## src/rtl/rgb_pixel_streamer.sv

```systemverilog
// rgb_pixel_streamer: accepts packed RGB pixels on a valid/ready stream and
// replays them as three per-channel pixel/valid outputs in raster order.
// It tracks row/column position, inserts an idle gap after each row and
// tags start-of-frame, end-of-line and end-of-frame on the emitted pixel.
module rgb_pixel_streamer #(
    parameter int DATA_WIDTH = 8,
    parameter int IMG_W      = 32,
    parameter int IMG_H      = 32,
    parameter int LINE_GAP   = 2
) (
    input  logic                    clk,
    input  logic                    rst,
    input  logic                    start,
    input  logic                    abort,
    input  logic                    s_valid,
    input  logic [3*DATA_WIDTH-1:0] s_data,
    output logic                    s_ready,
    output logic [DATA_WIDTH-1:0]   pixel_in_r,
    output logic [DATA_WIDTH-1:0]   pixel_in_g,
    output logic [DATA_WIDTH-1:0]   pixel_in_b,
    output logic                    pixel_valid_r,
    output logic                    pixel_valid_g,
    output logic                    pixel_valid_b,
    output logic                    sof,
    output logic                    eol,
    output logic                    frame_done,
    output logic                    busy,
    output logic [15:0]             frame_cnt
);

    localparam int COL_W = (IMG_W > 1) ? $clog2(IMG_W) : 1;
    localparam int ROW_W = (IMG_H > 1) ? $clog2(IMG_H) : 1;
    localparam int GAP_W = (LINE_GAP > 1) ? $clog2(LINE_GAP) : 1;

    localparam logic [COL_W-1:0] COL_LAST = COL_W'(IMG_W - 1);
    localparam logic [ROW_W-1:0] ROW_LAST = ROW_W'(IMG_H - 1);
    // With no gap configured the GAP state is never entered, so the reload
    // value only has to be a legal constant.
    localparam logic [GAP_W-1:0] GAP_INIT = GAP_W'((LINE_GAP > 0) ? (LINE_GAP - 1) : 0);

    typedef enum logic [1:0] {
        IDLE   = 2'd0,
        STREAM = 2'd1,
        GAP    = 2'd2
    } state_t;

    state_t                  state_reg, state_next;
    logic [COL_W-1:0]        col_reg, col_next;
    logic [ROW_W-1:0]        row_reg, row_next;
    logic [GAP_W-1:0]        gap_reg, gap_next;
    logic [15:0]             frame_cnt_reg, frame_cnt_next;
    logic [3*DATA_WIDTH-1:0] pix_reg;
    logic                    valid_reg, valid_next;
    logic                    sof_reg, sof_next;
    logic                    eol_reg, eol_next;
    logic                    done_reg, done_next;
    logic                    load_pix;
    logic                    handshake;

    // Ready depends on state alone so upstream never sees a valid->ready loop.
    assign s_ready   = (state_reg == STREAM);
    assign busy      = (state_reg != IDLE);
    assign handshake = s_valid & s_ready;

    // State register plus position, gap and frame counters.
    always_ff @(posedge clk or negedge rst) begin
        if (!rst) begin
            state_reg     <= IDLE;
            col_reg       <= '0;
            row_reg       <= '0;
            gap_reg       <= '0;
            frame_cnt_reg <= '0;
        end else begin
            state_reg     <= state_next;
            col_reg       <= col_next;
            row_reg       <= row_next;
            gap_reg       <= gap_next;
            frame_cnt_reg <= frame_cnt_next;
        end
    end

    // Next-state, counter update and pixel tag decode.
    always_comb begin
        state_next     = state_reg;
        col_next       = col_reg;
        row_next       = row_reg;
        gap_next       = gap_reg;
        frame_cnt_next = frame_cnt_reg;
        valid_next     = 1'b0;
        sof_next       = 1'b0;
        eol_next       = 1'b0;
        done_next      = 1'b0;
        load_pix       = 1'b0;

        if (abort) begin
            // Abort wins over start and drops any handshake in this cycle.
            state_next = IDLE;
            col_next   = '0;
            row_next   = '0;
        end else begin
            case (state_reg)
                IDLE: begin
                    if (start) begin
                        state_next = STREAM;
                        col_next   = '0;
                        row_next   = '0;
                    end
                end
                STREAM: begin
                    if (handshake) begin
                        load_pix   = 1'b1;
                        valid_next = 1'b1;
                        sof_next   = (col_reg == '0) && (row_reg == '0);
                        eol_next   = (col_reg == COL_LAST);
                        if (col_reg < COL_LAST) begin
                            col_next = col_reg + 1'b1;
                        end else if (row_reg < ROW_LAST) begin
                            col_next = '0;
                            row_next = row_reg + 1'b1;
                            if (LINE_GAP != 0) begin
                                state_next = GAP;
                                gap_next   = GAP_INIT;
                            end
                        end else begin
                            // Last pixel of the frame: leave STREAM so that
                            // busy drops while frame_done is on the output.
                            done_next      = 1'b1;
                            state_next     = IDLE;
                            col_next       = '0;
                            row_next       = '0;
                            frame_cnt_next = frame_cnt_reg + 16'd1;
                        end
                    end
                end
                GAP: begin
                    if (gap_reg == '0) begin
                        state_next = STREAM;
                    end else begin
                        gap_next = gap_reg - 1'b1;
                    end
                end
                default: begin
                    state_next = IDLE;
                end
            endcase
        end
    end

    // Output pipeline stage: data holds through bubbles, tags pulse per pixel.
    always_ff @(posedge clk or negedge rst) begin
        if (!rst) begin
            pix_reg   <= '0;
            valid_reg <= 1'b0;
            sof_reg   <= 1'b0;
            eol_reg   <= 1'b0;
            done_reg  <= 1'b0;
        end else begin
            if (load_pix) begin
                pix_reg <= s_data;
            end
            valid_reg <= valid_next;
            sof_reg   <= sof_next;
            eol_reg   <= eol_next;
            done_reg  <= done_next;
        end
    end

    assign pixel_in_r    = pix_reg[3*DATA_WIDTH-1:2*DATA_WIDTH];
    assign pixel_in_g    = pix_reg[2*DATA_WIDTH-1:DATA_WIDTH];
    assign pixel_in_b    = pix_reg[DATA_WIDTH-1:0];
    assign pixel_valid_r = valid_reg;
    assign pixel_valid_g = valid_reg;
    assign pixel_valid_b = valid_reg;
    assign sof           = sof_reg;
    assign eol           = eol_reg;
    assign frame_done    = done_reg;
    assign frame_cnt     = frame_cnt_reg;

endmodule

```

## config.mk

```make
export PLATFORM = sky130hd
export DESIGN_NAME = rgb_pixel_streamer
export DESIGN_NICKNAME = d
export VERILOG_FILES = /design/src/rtl/rgb_pixel_streamer.sv
export SDC_FILE = /design/constraint.sdc
export NUM_CORES = 1
export LEC_CHECK = 0
export ABC_CLOCK_PERIOD_IN_PS = 2050
export CORE_ASPECT_RATIO = 1.4
export CORE_MARGIN = 10
export CORE_UTILIZATION = 45
export CTS_CLUSTER_DIAMETER = 50
export DETAILED_ROUTE_END_ITERATION = 7
export DONT_BUFFER_PORTS = 1
export PLACE_DENSITY = 0.58
export SLEW_MARGIN = 20
export SYNTH_ARGS = -nofsm -noshare
export SYNTH_HDL_FRONTEND = slang
export SYNTH_SLANG_ARGS = --single-unit
```

## constraint.sdc

```tcl
create_clock -name clk -period 2.05 [get_ports clk]
set_input_delay 0.205 -clock clk [delete_from_list [all_inputs] [get_ports clk]]
set_output_delay 0.205 -clock clk [all_outputs]
set_load 0.1 [all_outputs]
```

==> flow_metrics.tcl <==
set metrics [dict create \
    drt-pass1-iter-count 4 \
    ys_seq_elements 57 \
    maxCapViolCount 0 \
    min_period_over_period_pct 91.7 \
    cts_tree "built" \
    max_stage_delay_ps 490 \
    grt.overflow.total 0 \
    grt_pass1_wl_mm 10.4 \
    clockBufferDepth 2 \
    synthToLayoutAreaGrowth_pct 27.3 \
    setup-violations-final 0 \
    setup_ws_ps 171 \
    hp-start "s_data[17]" \
    rsz0062_at_grt "no" \
    drc 0 \
    antenna_found_initial 0 \
    layout_commonest_cell "dfrtp_1" \
    dp_slack_ps 176 \
    critPathCapture "frame_cnt[9]$_DFFE_PN0P_" \
    worst_pin_slew_ps 458 \
    status "complete, no violations" \
    crit_family "simple AND/OR/NAND/NOR gates" \
    reg2reg_setup_slack_ps 170 \
    fin_nets 314 \
    relSlewSlack_pct 69.2 \
    clk_pin_slew_worst_paths_ps 70 \
    die_area_um2 9560 \
    path_max_fanout 9 \
    hold_path.class "primary input to register" \
    io_buffers 0 \
    synth_edf_count 0 \
    drtAntennaViolNets 0 \
    hpwl_mm 4.85 \
    yosys_warnings 0 \
    htree_levels 3 \
    synth-main-ff-cell "dfrtp_1" \
    clockRootBuffer "clkbuf_8" \
    timing.rr.start "state_reg[1]$_DFFE_PN0P_" \
    cts_made_buffers 9 \
    final_cell_mix "50 x dfrtp_1, 47 x buf_4, 26 x mux2_2" \
    die_y_um 112 \
    setup.worst_path.end_class "register" \
    path_cells "inv_1 > ha_4 > nand4b_4 > nor4_4 > nand4_1 > xnor2_1" \
    critPathKind "register to register" \
    grt_use_total_pct 13.5 \
    synth_cell_types 44 \
    antenna_cells 0 \
    period_needed_ps 1880 \
    critPathBufInv 1 \
    use_met1_pct 13.6 \
    fin_hold_ws_ps 18.8 \
    cts_sinks 57 \
    report.final.slew_viol_count 0 \
    fmax_mhz 532 \
    gp_congestion 0.907 \
    vias 1941 \
    hold_viol 0 \
    busiest_layer "met2" \
    viasPerCell 5.55 \
    coreArea_um2 5860 \
    die_w_um 85.6 \
    rows 33 \
    cp.arrival_ps 2080 \
    fin_skew_ps 8.56 \
    design_area_um2 3450 \
    reg2reg_depth 6 \
    synth_cells 217 \
    grt_pass1_vias 2009 \
    dpl-instance-area_um2 3140 \
    ir_drop_mv 1.40 \
    largest_reg_flops 24 \
    cp.depth 6 \
    setup_tns_ps 0 \
    cp.required_ps 2250 \
    routed_wl_mm 6.50 \
    avgSynthCellArea_um2 12.5 \
    grt_max_degree 58 \
    syn_nets 256 \
    drive_gt1_share_pct 38.2 \
    regToRegEndpoint "frame_cnt[9]$_DFFE_PN0P_" \
    start_util_pct 46.2 \
    p_leak_nw 1.62 \
    pin_count 77 \
    async_flop_share_pct 100 \
    use_met2_pct 24.2 \
    worstSetupStartpoint "state_reg[1]$_DFFE_PN0P_" \
    synthesis.area_um2 2710 \
    drt-initial-drc-count 75 \
    cts_resized 0 \
    wl_per_cell_um 18.6 \
    clkLatencyLatePin_ps 330 \
    ys_seq_area_share_pct 52.7 \
    gr-usage-met3_pct 5.40 \
    power_density_nw_per_um2 1790 \
    startpoint_type "register" \
    cpMaxStageDelayCell "nor4_4" \
]
==> kinds of logic (layout without fill, tap and decap cells) <==
| family | after synthesis | after routing | synth area share (%) |
|---|---|---|---|
| buf+inv | 18 | 81 | 3.83 |
| simple gates | 67 | 67 | 16.6 |
| xor+xnor | 15 | 15 | 4.85 |
| compound gates | 19 | 19 | 4.71 |
| fa+ha+maj | 10 | 10 | 4.62 |
| mux | 31 | 31 | 12.7 |
| flops | 57 | 57 | 52.7 |
==> worst reg2reg max path: cells and delay by family, from the launching register on <==
family / cells / cell delay (ps)
xor gates and xnor gates: 1 / 160
buffers and inverters: 1 / 130
and+or+nand+nor: 3 / 850
DFF: 1 / 410
adders and majority gates: 1 / 210
==> final cells by class <==
class                   count  area [um^2]
multi-input cells         142         1190
well taps                  70         87.6
fillers                   507         2420
clock buffers              11          141
clock inverters             5         78.8
flip-flops and latches     57         1440
repair buffers             56          480
inverters                   9         33.8
==> how the worst min path moves through the flow <==
| stage | slack [ps] | cells after the start | to |
|---|---|---|---|
| after floorplan | -90 | 0 | col_reg[0]$_DFFE_PN0P_ |
| after global placement | -90 | 0 | pix_reg[21]$_DFFE_PN0P_ |
| after detailed placement | -90 | 0 | pix_reg[14]$_DFFE_PN0P_ |
| after CTS | 1 | 1 | pix_reg[18]$_DFFE_PN0P_ |
| after global routing | 2 | 1 | pix_reg[4]$_DFFE_PN0P_ |
| final | 20 | 1 | pix_reg[17]$_DFFE_PN0P_ |
==> timing repair <==
item	in CTS	in global routing
hold buffers	5	2
endpoints found under the hold margin	60	2
buffers inserted	0	0
==> layer usage <==
layer  up-vias  routed length, um
li1        892                  -
met4         0                109
met2        69               3590
met3        13                463
met5         -                  0
met1       967               2330
==> where the power goes <==
part | total [mW] | internal, mW | leakage [nW] | switching, mW
sequential | 1.56 | 1.42 | 0.728 | 0.145
combinational | 3.47 | 0.811 | 0.777 | 2.66
clock | 1.16 | 0.715 | 0.113 | 0.442
==> cell usage after synthesis, drive strengths merged (2+ instances only) <==
master	instances	share of area, %
dfrtp	57	53
mux2	27	11
nand2	14	1.9
xnor2	13	4.2
ha	10	4.6
nand3	10	2.0
nand4	10	2.9
inv	9	1.2
and3	7	1.6
buf	7	2.3
o21ai	6	1.1
mux2i	4	1.5
nand2b	4	0.92
nor2	4	0.55
a21oi	3	0.55
nor4	3	2.0
and2	2	0.46
and4	2	0.65
clkbuf	2	0.32
nor2b	2	0.46
nor3	2	0.37
nor4b	2	0.65
o2bb2ai	2	0.65
o311a	2	0.74
xor2	2	0.65
==> per-stage QoR <==
stage | util, % | std cells | total power [mW]
2_1_floorplan | - | 217 | 4.36
3_3_place_gp | 53.5 | 327 | 5.00
3_5_place_dp | 53.5 | 327 | 5.04
4_1_cts | 58.5 | 348 | 6.25
5_1_grt | 58.8 | 350 | 6.44
6_report | 58.8 | 350 | 6.19
Note: power is estimated with default switching activity, not from simulation.
